$ cat src/rtl/rv_alu_pkg.sv
// Shared types for the rv_alu_seq execute unit: op codes, FSM states and constants.
package rv_alu_pkg;

    localparam int LUI_SHIFT = 12;

    typedef enum logic [4:0] {
        OP_ADD    = 5'd0,
        OP_SUB    = 5'd1,
        OP_SLL    = 5'd2,
        OP_SLT    = 5'd3,
        OP_SLTU   = 5'd4,
        OP_XOR    = 5'd5,
        OP_SRL    = 5'd6,
        OP_SRA    = 5'd7,
        OP_OR     = 5'd8,
        OP_AND    = 5'd9,
        OP_LUI    = 5'd10,
        OP_BEQ    = 5'd11,
        OP_BNE    = 5'd12,
        OP_BLT    = 5'd13,
        OP_BGE    = 5'd14,
        OP_BLTU   = 5'd15,
        OP_BGEU   = 5'd16,
        OP_MUL    = 5'd17,
        OP_MULH   = 5'd18,
        OP_MULHSU = 5'd19,
        OP_MULHU  = 5'd20,
        OP_DIV    = 5'd21,
        OP_DIVU   = 5'd22,
        OP_REM    = 5'd23,
        OP_REMU   = 5'd24
    } alu_op_e;

    typedef enum logic [2:0] {
        ST_IDLE   = 3'd0,
        ST_EXEC   = 3'd1,
        ST_SHIFT  = 3'd2,
        ST_MULDIV = 3'd3,
        ST_DONE   = 3'd4
    } state_e;

    function automatic logic is_shift_op(input alu_op_e op);
        return (op == OP_SLL) || (op == OP_SRL) || (op == OP_SRA);
    endfunction

endpackage

$ cat src/rtl/rv_alu_muldiv_seq.sv
// Iterative RV-M unit: radix-2 shift-add multiply and restoring divide, one bit per cycle.
// Divide-by-zero and signed overflow are resolved at start and report done one cycle later.
module rv_alu_muldiv_seq
    import rv_alu_pkg::*;
#(
    parameter int XLEN = 32
) (
    input  logic            clk,
    input  logic            rst,
    input  logic            i_start,
    input  alu_op_e         i_op,
    input  logic [XLEN-1:0] i_a,
    input  logic [XLEN-1:0] i_b,
    output logic            o_done,
    output logic [XLEN-1:0] o_result
);

    localparam int CW = $clog2(XLEN + 1);
    localparam logic [XLEN-1:0] MIN_VAL = {1'b1, {(XLEN-1){1'b0}}};

    logic            r_run;
    logic [CW-1:0]   r_cnt;
    alu_op_e         r_op;
    logic            r_div;
    logic            r_neg;
    logic [XLEN-1:0] r_hi;
    logic [XLEN-1:0] r_lo;
    logic [XLEN-1:0] r_opnd;

    logic            w_div, w_rem_op, w_a_neg, w_b_neg, w_div0, w_ovf;
    logic [XLEN-1:0] w_a_abs, w_b_abs;
    logic [XLEN:0]   w_sum, w_trial;
    logic [XLEN-1:0] w_diff;
    logic            w_ge;
    logic [2*XLEN-1:0] w_prod;

    always_comb begin
        w_div    = i_op inside {OP_DIV, OP_DIVU, OP_REM, OP_REMU};
        w_rem_op = i_op inside {OP_REM, OP_REMU};
        w_a_neg  = (i_op inside {OP_MULH, OP_MULHSU, OP_DIV, OP_REM}) && i_a[XLEN-1];
        w_b_neg  = (i_op inside {OP_MULH, OP_DIV, OP_REM}) && i_b[XLEN-1];
        w_a_abs  = w_a_neg ? -i_a : i_a;
        w_b_abs  = w_b_neg ? -i_b : i_b;
        w_div0   = w_div && (i_b == '0);
        w_ovf    = (i_op inside {OP_DIV, OP_REM}) && (i_a == MIN_VAL) && (i_b == '1);
    end

    // Multiply accumulates into r_hi while shifting the multiplier out of r_lo;
    // divide shifts the dividend out of r_lo into the remainder in r_hi.
    always_comb begin
        w_sum   = {1'b0, r_hi} + {1'b0, (r_lo[0] ? r_opnd : '0)};
        w_trial = {r_hi, r_lo[XLEN-1]};
        w_ge    = w_trial >= {1'b0, r_opnd};
        w_diff  = w_trial[XLEN-1:0] - r_opnd;
    end

    always_ff @(posedge clk or negedge rst) begin
        if (!rst) begin
            r_run  <= 1'b0;
            r_cnt  <= '0;
            r_op   <= OP_ADD;
            r_div  <= 1'b0;
            r_neg  <= 1'b0;
            r_hi   <= '0;
            r_lo   <= '0;
            r_opnd <= '0;
        end else if (i_start) begin
            r_run <= 1'b1;
            r_op  <= i_op;
            r_div <= w_div;
            if (w_div0) begin
                r_hi  <= i_a;
                r_lo  <= '1;
                r_neg <= 1'b0;
                r_cnt <= '0;
            end else if (w_ovf) begin
                r_hi  <= '0;
                r_lo  <= MIN_VAL;
                r_neg <= 1'b0;
                r_cnt <= '0;
            end else begin
                r_hi   <= '0;
                r_lo   <= w_div ? w_a_abs : w_b_abs;
                r_opnd <= w_div ? w_b_abs : w_a_abs;
                r_neg  <= w_rem_op ? w_a_neg : (w_a_neg ^ w_b_neg);
                r_cnt  <= CW'(XLEN);
            end
        end else if (r_run) begin
            if (r_cnt == '0) begin
                r_run <= 1'b0;
            end else begin
                r_cnt <= r_cnt - 1'b1;
                if (r_div) begin
                    r_hi <= w_ge ? w_diff : w_trial[XLEN-1:0];
                    r_lo <= {r_lo[XLEN-2:0], w_ge};
                end else begin
                    {r_hi, r_lo} <= {w_sum, r_lo[XLEN-1:1]};
                end
            end
        end
    end

    assign o_done = r_run && (r_cnt == '0);

    always_comb begin
        w_prod   = r_neg ? -{r_hi, r_lo} : {r_hi, r_lo};
        o_result = '0;
        case (r_op)
            OP_MUL:                          o_result = w_prod[XLEN-1:0];
            OP_MULH, OP_MULHSU, OP_MULHU:    o_result = w_prod[2*XLEN-1:XLEN];
            OP_DIV, OP_DIVU:                 o_result = r_neg ? -r_lo : r_lo;
            OP_REM, OP_REMU:                 o_result = r_neg ? -r_hi : r_hi;
            default:                         o_result = '0;
        endcase
    end

endmodule

$ cat src/rtl/rv_alu_seq.sv
// Handshaked multi-cycle execute unit: single-cycle ALU/branch/LUI, serial shifter,
// optional iterative multiply/divide enabled by defining RV_ALU_MULDIV_EN.
//
// state     | meaning
// ST_IDLE   | waiting for an op
// ST_EXEC   | single-cycle op (incl. undefined codes) computes its result
// ST_SHIFT  | serial shifter, up to SHIFT_STEP bits per cycle
// ST_MULDIV | waiting on the iterative multiply/divide unit
// ST_DONE   | result held with out_valid until out_ready
module rv_alu_seq
    import rv_alu_pkg::*;
#(
    parameter int XLEN       = 32,
    parameter int SHIFT_STEP = 4
) (
    input  logic            clk,
    input  logic            rst,
    input  logic            i_in_valid,
    output logic            o_in_ready,
    input  logic [4:0]      i_op,
    input  logic [XLEN-1:0] i_a,
    input  logic [XLEN-1:0] i_b,
    output logic            o_out_valid,
    input  logic            i_out_ready,
    output logic [XLEN-1:0] o_result,
    output logic            o_branch_taken,
    output logic            o_busy
);

    localparam int SHW = $clog2(XLEN);
    localparam int STW = $clog2(SHIFT_STEP + 1);

    state_e          r_state, w_state_nxt, w_start_state;
    alu_op_e         r_op, w_in_op;
    logic [XLEN-1:0] r_a, r_b, r_result;
    logic [SHW-1:0]  r_cnt;
    logic            r_taken;

    logic            w_accept;
    logic [STW-1:0]  w_step_amt;
    logic [XLEN-1:0] w_shifted, w_exec_result;
    logic            w_exec_taken;

`ifdef RV_ALU_MULDIV_EN
    logic            w_is_md, w_md_done;
    logic [XLEN-1:0] w_md_result;

    assign w_is_md = w_in_op inside {OP_MUL, OP_MULH, OP_MULHSU, OP_MULHU,
                                     OP_DIV, OP_DIVU, OP_REM, OP_REMU};

    rv_alu_muldiv_seq #(.XLEN(XLEN)) u_muldiv (
        .clk      (clk),
        .rst      (rst),
        .i_start  (w_accept && w_is_md),
        .i_op     (w_in_op),
        .i_a      (i_a),
        .i_b      (i_b),
        .o_done   (w_md_done),
        .o_result (w_md_result)
    );
`endif

    assign w_in_op = alu_op_e'(i_op);
    // A held result can be drained and the next op accepted on the same edge.
    assign o_in_ready     = (r_state == ST_IDLE) || ((r_state == ST_DONE) && i_out_ready);
    assign w_accept       = i_in_valid && o_in_ready;
    assign o_out_valid    = (r_state == ST_DONE);
    assign o_busy         = (r_state != ST_IDLE);
    assign o_result       = r_result;
    assign o_branch_taken = r_taken;

    always_comb begin
        w_start_state = is_shift_op(w_in_op) ? ST_SHIFT : ST_EXEC;
`ifdef RV_ALU_MULDIV_EN
        if (w_is_md) w_start_state = ST_MULDIV;
`endif
        w_state_nxt = r_state;
        case (r_state)
            ST_IDLE:   if (w_accept) w_state_nxt = w_start_state;
            ST_EXEC:   w_state_nxt = ST_DONE;
            ST_SHIFT:  if (r_cnt == '0) w_state_nxt = ST_DONE;
`ifdef RV_ALU_MULDIV_EN
            ST_MULDIV: if (w_md_done) w_state_nxt = ST_DONE;
`endif
            ST_DONE: begin
                if (w_accept)         w_state_nxt = w_start_state;
                else if (i_out_ready) w_state_nxt = ST_IDLE;
            end
            default:   w_state_nxt = ST_IDLE;
        endcase
    end

    always_ff @(posedge clk or negedge rst) begin
        if (!rst) r_state <= ST_IDLE;
        else      r_state <= w_state_nxt;
    end

    always_comb begin
        if (int'(r_cnt) >= SHIFT_STEP) w_step_amt = STW'(SHIFT_STEP);
        else                           w_step_amt = STW'(r_cnt);
        case (r_op)
            OP_SLL:  w_shifted = r_a << w_step_amt;
            OP_SRL:  w_shifted = r_a >> w_step_amt;
            OP_SRA:  w_shifted = $signed(r_a) >>> w_step_amt;
            default: w_shifted = r_a;
        endcase
    end

    always_comb begin
        w_exec_result = '0;
        w_exec_taken  = 1'b0;
        case (r_op)
            OP_ADD:  w_exec_result = r_a + r_b;
            OP_SUB:  w_exec_result = r_a - r_b;
            OP_SLT:  w_exec_result[0] = $signed(r_a) < $signed(r_b);
            OP_SLTU: w_exec_result[0] = r_a < r_b;
            OP_XOR:  w_exec_result = r_a ^ r_b;
            OP_OR:   w_exec_result = r_a | r_b;
            OP_AND:  w_exec_result = r_a & r_b;
            OP_LUI:  w_exec_result = r_b << LUI_SHIFT;
            OP_BEQ:  w_exec_taken = r_a == r_b;
            OP_BNE:  w_exec_taken = r_a != r_b;
            OP_BLT:  w_exec_taken = $signed(r_a) < $signed(r_b);
            OP_BGE:  w_exec_taken = $signed(r_a) >= $signed(r_b);
            OP_BLTU: w_exec_taken = r_a < r_b;
            OP_BGEU: w_exec_taken = r_a >= r_b;
            default: ;
        endcase
    end

    // r_a doubles as the shift accumulator; r_cnt counts remaining shift bits down to zero.
    always_ff @(posedge clk or negedge rst) begin
        if (!rst) begin
            r_op     <= OP_ADD;
            r_a      <= '0;
            r_b      <= '0;
            r_cnt    <= '0;
            r_result <= '0;
            r_taken  <= 1'b0;
        end else begin
            if (w_accept) begin
                r_op  <= w_in_op;
                r_a   <= i_a;
                r_b   <= i_b;
                r_cnt <= i_b[SHW-1:0];
            end
            case (r_state)
                ST_EXEC: begin
                    r_result <= w_exec_result;
                    r_taken  <= w_exec_taken;
                end
                ST_SHIFT: begin
                    if (r_cnt == '0) begin
                        r_result <= r_a;
                        r_taken  <= 1'b0;
                    end else begin
                        r_a   <= w_shifted;
                        r_cnt <= r_cnt - SHW'(w_step_amt);
                    end
                end
`ifdef RV_ALU_MULDIV_EN
                ST_MULDIV: begin
                    if (w_md_done) begin
                        r_result <= w_md_result;
                        r_taken  <= 1'b0;
                    end
                end
`endif
                default: ;
            endcase
        end
    end

endmodule
$ cat config.mk
export PLATFORM = sky130hd
export DESIGN_NAME = rv_alu_seq
export DESIGN_NICKNAME = d
export VERILOG_FILES = /design/src/rtl/rv_alu_pkg.sv /design/src/rtl/rv_alu_muldiv_seq.sv /design/src/rtl/rv_alu_seq.sv
export SDC_FILE = /design/constraint.sdc
export NUM_CORES = 1
export LEC_CHECK = 0
export CELL_PAD_IN_SITES_DETAIL_PLACEMENT = 0
export CELL_PAD_IN_SITES_GLOBAL_PLACEMENT = 1
export CORE_MARGIN = 2
export CORE_UTILIZATION = 44
export CTS_BUF_LIST = sky130_fd_sc_hd__clkbuf_16
export DETAILED_ROUTE_END_ITERATION = 7
export GPL_ROUTABILITY_DRIVEN = 0
export GPL_TIMING_DRIVEN = 1
export PLACE_DENSITY = 0.85
export SLEW_MARGIN = 20
export SYNTH_ARGS = -nofsm -noshare
export SYNTH_HDL_FRONTEND = slang
export SYNTH_SLANG_ARGS = --single-unit
$ cat constraint.sdc
create_clock -name clk -period 4.6 [get_ports clk]
set_input_delay 0.46 -clock clk [delete_from_list [all_inputs] [get_ports clk]]
set_output_delay 0.46 -clock clk [all_outputs]
set_load 0.02 [all_outputs]
## Word-level counts from Yosys, hierarchy flattened

Cells that the tools add are included.
W data, S select, Z words.

| word-level totals | value |
|---|---|
| flip-flop bits (word level) | 110 |
| input bits | 73 |
| word-level logic and storage cells | 82 |

| operators by class | value |
|---|---|
| add/subtract/negate cells | 3 |
| magnitude comparators | 5 |
| eq/ne operators | 28 |
| shifts and indexed selects | 3 |
| multiplexer cells | 21 |
| bitwise gates (word level) | 3 |
| reductions and logical operators | 12 |

Operator list:

| kind | count |
|---|---|
| $pmux W31 S6 | 1 |
| $mux W32 | 4 |
| $pmux W32 S3 | 1 |
| $ge A32 B32 Y1 | 2 |
| $lt A32 B32 Y1 | 2 |
| $pmux W32 S2 | 1 |
| $eq A5 B4 Y1 const B | 8 |
| $add A32 B32 Y32 | 1 |
| $and A32 B32 Y32 | 1 |
| $eq A32 B32 Y1 | 1 |
| $ne A32 B32 Y1 | 1 |
| $or A32 B32 Y32 | 1 |
| $shl A32 B3 Y32 | 1 |
| $shr A32 B3 Y32 | 1 |
| $sshr A32 B3 Y32 | 1 |
| $sub A32 B32 Y32 | 1 |
| $xor A32 B32 Y32 | 1 |
| $eq A5 B3 Y1 const B | 6 |
| $eq A5 B2 Y1 const B | 3 |
| $mux W3 | 5 |
| $mux W5 | 3 |
| $pmux W3 S4 | 1 |
| $logic_not A5 Y1 | 2 |
| $pmux W1 S7 | 1 |
| other kinds (21) | 25 |

## Logic depth before layout (Yosys ltp)

Gate-level depths: netlist (run 1).

| logic depth | value |
|---|---|
| depth after elaboration | 7 |
| depth in mapped cells | 13 |
| mapped depth without buffers | 13 |

## Worst setup path before layout (run 1)

OpenSTA, ideal clock, no wires.

| timing path | value |
|---|---|
| path type | register to register |
| start point | register r_a[0] |
| end point | register r_result[28], in the netlist o_result[28] |
| arrival time | 3122 ps |
| data required time | 4473 ps |
| path slack | 1352 ps |
| cell stages (with the launch flop) | 14 |
| path buffers | 0 |
| clock period less this slack | 3248 ps |
| cell sequence | dfrtp_1 > inv_1 > ha_1 > inv_1 > fa_1 > nor3b_1 > o31a_1 > or4_4 > a21o_1 > a31o_4 > a221oi_4 > o2111ai_2 > o211ai_1 > a21oi_1 |

| on the way | value |
|---|---|
| longest elaborated chain between the ends | 3 |

RTL lines:

| element | line | RTL |
|---|---|---|
| from (decl) | rv_alu_seq.sv:35 | `logic [XLEN-1:0] r_a, r_b, r_result;` |
| from (signal assigned) | rv_alu_seq.sv:143 | `r_a <= i_a;` |
| from (signal assigned) | rv_alu_seq.sv:157 | `r_a <= w_shifted;` |
| $sub A32 B32 Y32 or $add A32 B32 Y32 (tied branches) | rv_alu_seq.sv:114, rv_alu_seq.sv:113 |  |
| $pmux W31 S6 (*) | rv_alu_seq.sv:112 | `case (r_op)` |
| $pmux W32 S2 (*) | rv_alu_seq.sv:147 | `case (r_state)` |
| to (signal assigned) | rv_alu_seq.sv:149 | `r_result <= w_exec_result;` |
| to (signal assigned) | rv_alu_seq.sv:154 | `r_result <= r_a;` |
| to (decl) | rv_alu_seq.sv:35 |  |

Mark *: on every way between the ends. The rest lies on a longest branch, timed or not.
A chain may end at the register's enable or synchronous reset.

## Worst setup path after layout (run 1)

| timing path | value |
|---|---|
| start point | register r_a[11] |
| end point | register r_result[19], in the netlist o_result[19] |

The elaborated chain is that of the path after synthesis.

==> results_dict.tcl, run 1 <==
set metrics [dict create \
    final_util_pct 50.8 \
    synth_edf_count 0 \
    finalClockSkew_ns 0.0169 \
    rsz0062_at_grt "false" \
    routed_wl_mm 49.4 \
    cts_resized 0 \
    synth_commonest_cells "184 x nand2_1, 167 x a21oi_1, 166 x nor2_1" \
    syn_nets 1836 \
    max_freq_mhz 270 \
    ioPinCount 109 \
    clkLatencyLatePin_ns 0.37 \
    cp.required_ns 4.83 \
    static-leakage-power_uw 0.00572 \
    ys_warn_count 0 \
    htreeDepth 3 \
    num_antenna_cells 0 \
    synth_flop_cell "dfrtp_1" \
    synth_area_sq_um 12000 \
    setup-violations-final 0 \
    avgSynthCellArea_sq_um 7.23 \
    drc 0 \
    power_uw 11900 \
    postRouteAntennaNets 0 \
    post_cts_buffers 0 \
    drv_cap 0 \
    postSynthCellCount 1661 \
    firstDrtPassIters 5 \
    worstMarginPinSlew_ns 1.09 \
    initial_core_util_pct 44.7 \
    async_flop_share_pct 100 \
    dp_slack_ns 1.08 \
    fin_crit_sh_pct 80.6 \
    grt_pass1_vias 12700 \
    ys_seq_elements 110 \
    clock_sinks 110 \
    cts_tree "yes" \
    maxSlewHeadroom_pct 26.8 \
    timing.hold.ws_ns 0.120 \
    tns_ns 0 \
    drive_gt1_share_pct 5.79 \
    powerDensity_nw_per_um2 872 \
    worstPathMaxFanout 10 \
    synthToLayoutAreaGrowth_pct 13.7 \
    ys_seq_area_share_pct 22.9 \
    grt_max_degree 86 \
    viasPerCell 6.75 \
    grt-ovfl-total 0 \
    ir_drop_v 0.000312 \
    die_height_um 169 \
    dr.first_iter.drc_count 1701 \
    critPathCaptureType "flop" \
    clk_pin_slew_ns 0.08 \
    portBuffers 108 \
    grt_first_pass_wirelength_mm 75.5 \
    drv_slew 0 \
    status "finished clean" \
    yosys.cell_types.count 85 \
    cts_buffers 9 \
    yosysTopAreaCell "dfrtp_1" \
    synth_top_cells_by_area "dfrtp_1 23%, ha_1 10%, a21oi_1 7.0%, o21ai_0 6.5%, nand2_1 5.8%" \
    hp-class "input pin to async pin" \
    wire_per_inst_um 24.3 \
    dieArea_sq_um 28600 \
    root_buffer "clkbuf_16" \
    synth.most_common_cell "nand2_1" \
    core-area_sq_um 26900 \
    cp-start-kind "flop" \
    ctsHoldBuffers 0 \
    track_usage_pct 34.0 \
    period_minus_slack_ns 3.71 \
    fin_nets 1862 \
    clockBufferDepth 2 \
    cp_data_arrival_time_ns 3.93 \
    vias 13700 \
    fin_ws_ns 0.894 \
    hold_violations 0 \
    synth.top_cell.area_share_pct 22.9 \
    rows 60 \
    antenna_found_initial 0 \
    path_class "flop to flop" \
    fp.dieW_um 169 \
    dp_hpwl_mm 35.9 \
]
sequential cells by signal, summed over array words and instances, names as in the netlist:
| register | count |
|---|---|
| r_a | 32 |
| r_b | 32 |
| r_state | 3 |
| r_op | 5 |
| r_cnt | 5 |
| o_branch_taken | 1 |
| o_result | 32 |
layout by cell type (no fill, tap or decap), drive strengths merged, types with 9 or more instances in the layout:
cell type	Yosys	layout
a221oi	24	24
o31ai	13	13
dfrtp	110	110
a31oi	16	16
nand2b	14	14
nand2	184	184
o21a	9	9
a211oi	34	34
and2	11	11
a221o	9	9
nor4	11	11
or3	10	10
o211ai	30	30
inv	100	104
a22oi	29	29
and3	14	14
o221ai	11	11
nor3	33	33
nand4	9	9
clkdlybuf4s50	0	107
ha	100	100
nand3	23	23
o22ai	34	34
o21bai	13	13
a21oi	168	168
nor2	166	166
nor2b	12	12
mux2i	19	19
clkbuf	105	9
nor3b	9	9
a21o	19	19
buf	29	42
o21ai	175	175
xnor2	14	14
report_power, final:
part	internal, uW	switching, uW	leakage [uW]
clock network	371	430	0.000135
logic	3250	5710	0.00425
registers	1390	750	0.00134
total	5010	6890	0.00572
critical path, cell delays in order (launching register included):
cell	delay, ns
dfrtp_1	0.56
inv_1	0.19
ha_1	0.55
inv_1	0.13
a21oi_1	0.31
o31ai_1	0.16
nor4_2	0.33
nor2_1	0.16
a2111oi_0	0.75
xnor2_1	0.16
a21oi_1	0.18
o22ai_1	0.09
per-layer routing:
metal / track usage [%] / vias to the layer above / part of all wire (%) / wire length, um
li1: - / 6103 / - / -
met5: 0 / - / 0 / 0
met2: 48.5 / 982 / 42 / 20500
met1: 48.5 / 6511 / 42 / 20500
met3: 9.19 / 130 / 13 / 6310
met4: 13.6 / 0 / 4.0 / 1970
area by class of cell:
cell class | instances | area (sq um)
fill | 2696 | 13200
multi-input combinational | 1316 | 8420
sequential | 110 | 2750
timing repair buffer | 149 | 1400
tap | 341 | 427
inverter | 101 | 379
clock buffer | 9 | 225
clock inverter | 7 | 46.3
final timing paths:
check                                         from                  endpoint  slack (ns)  depth (start not counted)
min reg2reg                o_result[3]$_DFFE_PN0P_   o_result[3]$_DFFE_PN0P_        0.48                          2
max                            r_a[11]$_DFFE_PN0P_  o_result[19]$_DFFE_PN0P_        0.89                         11
max reg2reg                    r_a[11]$_DFFE_PN0P_  o_result[19]$_DFFE_PN0P_        0.89                         11
max in group asynchronous                      rst       r_b[30]$_DFFE_PN0P_        3.44                          2
min in group clk           o_result[3]$_DFFE_PN0P_   o_result[3]$_DFFE_PN0P_        0.48                          2
min                                            rst        r_b[9]$_DFFE_PN0P_        0.12                          1
through the flow:
step           area [sq um]  std cells
3_5_place_dp          13400       2017
4_1_cts               13600       2033
5_1_grt               13700       2033
2_1_floorplan         12000       1661
6_report              13700       2033
3_3_place_gp          13400       2017
kinds of logic (layout without fill, tap and decap cells):
| family | count (synthesis) | after routing | share of synthesized area [%] |
|---|---|---|---|
| XOR/XNOR | 15 | 15 | 1.09 |
| buffers and inverters | 235 | 266 | 7.49 |
| flip-flops | 110 | 110 | 22.9 |
| AND/OR/NAND/NOR | 514 | 514 | 19.4 |
| multiplexers | 27 | 27 | 2.90 |
| AO/OA/AOI/OAI | 657 | 657 | 35.4 |
| adder cells (fa/ha/maj) | 102 | 102 | 10.8 |
| other | 1 | 1 | 0.0312 |
Note: power is estimated with default switching activity, not from simulation.
==> inputs of run 2 (changes only) <==
- clock period: 4.6 -> 3.74 ns (I/O delays scaled with it)
==> results_dict.tcl, run 2 (synthesis results as in run 1) <==
set metrics [dict create \
    grtUsageMet2_pct 50.2 \
    rows 60 \
    crit_top_cell "inv_1" \
    fin_crit_sh_pct 93.8 \
    path_cells "inv_1, ha_1, inv_1, fa_1, nor3b_1, o31a_1, or4_4, a21boi_4, o311ai_4, a2111oi_1, a211oi_1, a211o_1" \
    root_buffer "clkbuf_16" \
    clkLatencyLatePin_ns 0.38 \
    worstPathMaxFanout 5 \
    grtUsageMet1_pct 47.0 \
    rsz0062_at_grt "false" \
    placed_cells 2064 \
    drv_slew 0 \
    ff2ff_path_depth 12 \
    wire_per_inst_um 23.6 \
    ir_drop_v 0.000346 \
    clk_pin_slew_ns 0.08 \
    firstDrtPassIters 6 \
    use_met3_pct 9.93 \
    dp_hpwl_mm 36.9 \
    dieArea_sq_um 28600 \
    num_antenna_cells 0 \
    hold_violations 0 \
    cts_tree "yes" \
    powerDensity_nw_per_um2 1060 \
    critPathCaptureType "flop" \
    max_freq_mhz 285 \
    cpPeakStageDelay_ns 0.52 \
    tns_ns 0 \
    fin_nets 1909 \
    core-area_sq_um 26900 \
    final_cell_mix "184 x nand2_1, 166 x a21oi_1, 164 x nor2_1" \
    fp.dieW_um 169 \
    antenna_found_initial 1 \
    clock_sinks 110 \
    static-leakage-power_uw 0.00595 \
    die_height_um 169 \
    htreeDepth 3 \
    cp-start-kind "flop" \
    portBuffers 108 \
    stdcell_count 2080 \
    grt-ovfl-total 0 \
    clockBufferDepth 2 \
    stdcell_area_sq_um 14000 \
    path_class "flop to flop" \
    period_minus_slack_ns 3.51 \
    ctsHoldBuffers 0 \
    cp.required_ns 4.00 \
    drv_cap 0 \
    track_usage_pct 34.0 \
    drive_gt1_share_pct 8.34 \
    dr.first_iter.drc_count 1708 \
    routed_wl_mm 49.2 \
    postPlaceCellArea_sq_um 13700 \
    status "finished clean" \
    viasPerCell 6.57 \
    cpMaxStageDelayCell "or4_4" \
    ioPinCount 109 \
    busiest_layer "met2" \
    initial_core_util_pct 44.7 \
    cts_buffers 9 \
    hp-class "input pin to async pin" \
    cp_data_arrival_time_ns 3.77 \
    grt_pass1_vias 12900 \
    setup-violations-final 0 \
    vias 13700 \
    synthToLayoutAreaGrowth_pct 16.7 \
    grt_max_degree 86 \
    layout_commonest_cell "nand2_1" \
    grt_first_pass_wirelength_mm 75.5 \
    finalClockSkew_ns 0.0151 \
    drc 0 \
    maxSlewHeadroom_pct 42.2 \
    worstMarginPinSlew_ns 0.868 \
    postRouteAntennaNets 0 \
]
## run 2: changes by cell type in the layout (fill, tap and decap cells not counted)
cell,previous run,this run
inv_8,0,1
clkinv_4,0,1
a2111oi_1,1,2
or2_2,2,3
buf_4,41,87
inv_6,3,1
a2111oi_0,4,3
buf_12,1,2
or2_4,1,0
## run 2: final timing paths
kind	start	endpoint	slack [ns]
min	rst	r_b[12]$_DFFE_PN0P_	0.08
max	r_a[0]$_DFFE_PN0P_	o_branch_taken$_DFFE_PN0P_	0.23
max in group asynchronous	rst	o_result[17]$_DFFE_PN0P_	2.82
max reg2reg	r_a[0]$_DFFE_PN0P_	o_branch_taken$_DFFE_PN0P_	0.23
min reg2reg	o_result[4]$_DFFE_PN0P_	o_result[4]$_DFFE_PN0P_	0.48
min in group clk	o_result[4]$_DFFE_PN0P_	o_result[4]$_DFFE_PN0P_	0.48
## run 2: repair_timing
item                       CTS  global route
resized for setup            0             1
setup endpoints to repair    0             1
setup buffers                0             0
## run 2: stage by stage
stage | setup slack [ns] | hold WS [ns] | utilization [%] | total power [uW]
after floorplan | 0.492 | 0.0784 | - | 9800
after global placement | 0.325 | 0.466 | 51.1 | 13400
after detailed placement | 0.284 | 0.473 | 51.1 | 13500
after CTS | 0.246 | 0.115 | 52.2 | 14500
after global routing | 0.0133 | 0.150 | 52.2 | 16000
final | 0.230 | 0.0755 | 52.2 | 14900
## run 2: report_power, final
part / switching (uW) / total, uW / internal, uW / leakage (uW)
logic: 7250 / 11600 / 4310 / 0.00448
registers: 695 / 2410 / 1710 / 0.00134
clock network: 513 / 969 / 457 / 0.000137
## run 2: area by class of cell
class	count	area (sq um)
Clock buffer	9	225
Clock inverter	7	48.8
Fill cell	2646	12900
Inverter	101	379
Multi-Input combinational cell	1316	8420
Sequential cell	110	2750
Tap cell	341	427
Timing Repair Buffer	196	1760
## run 2: metal layers
| metal | up-vias | share of wire [%] |
|---|---|---|
| li1 | 6186 | - |
| met1 | 6438 | 41 |
| met2 | 907 | 42 |
| met3 | 129 | 13 |
| met4 | 2 | 3.6 |
| met5 | - | 0.026 |
## run 2: worst max-delay path: cells and delay by family (launching register included)
family | cells | cell delay [ns]
AO/OA/AOI/OAI | 6 | 1.57
AND/OR/NAND/NOR | 2 | 0.69
adder cells (fa/ha/maj) | 2 | 0.58
flip-flops | 1 | 0.39
buffers and inverters | 2 | 0.17
==> inputs of run 3 (changes only) <==
--- a/constraint.sdc
+++ b/constraint.sdc
@@ -3,2 +3,2 @@
 set_output_delay 0.374 -clock clk [all_outputs]
-set_load 0.02 [all_outputs]
+set_load 0.01 [all_outputs]
==> results of run 3 <==
Same layout as run 2 (identical final DEF). Status: finished clean.
Main changes from that run: total power 14900 uW -> 14800 uW
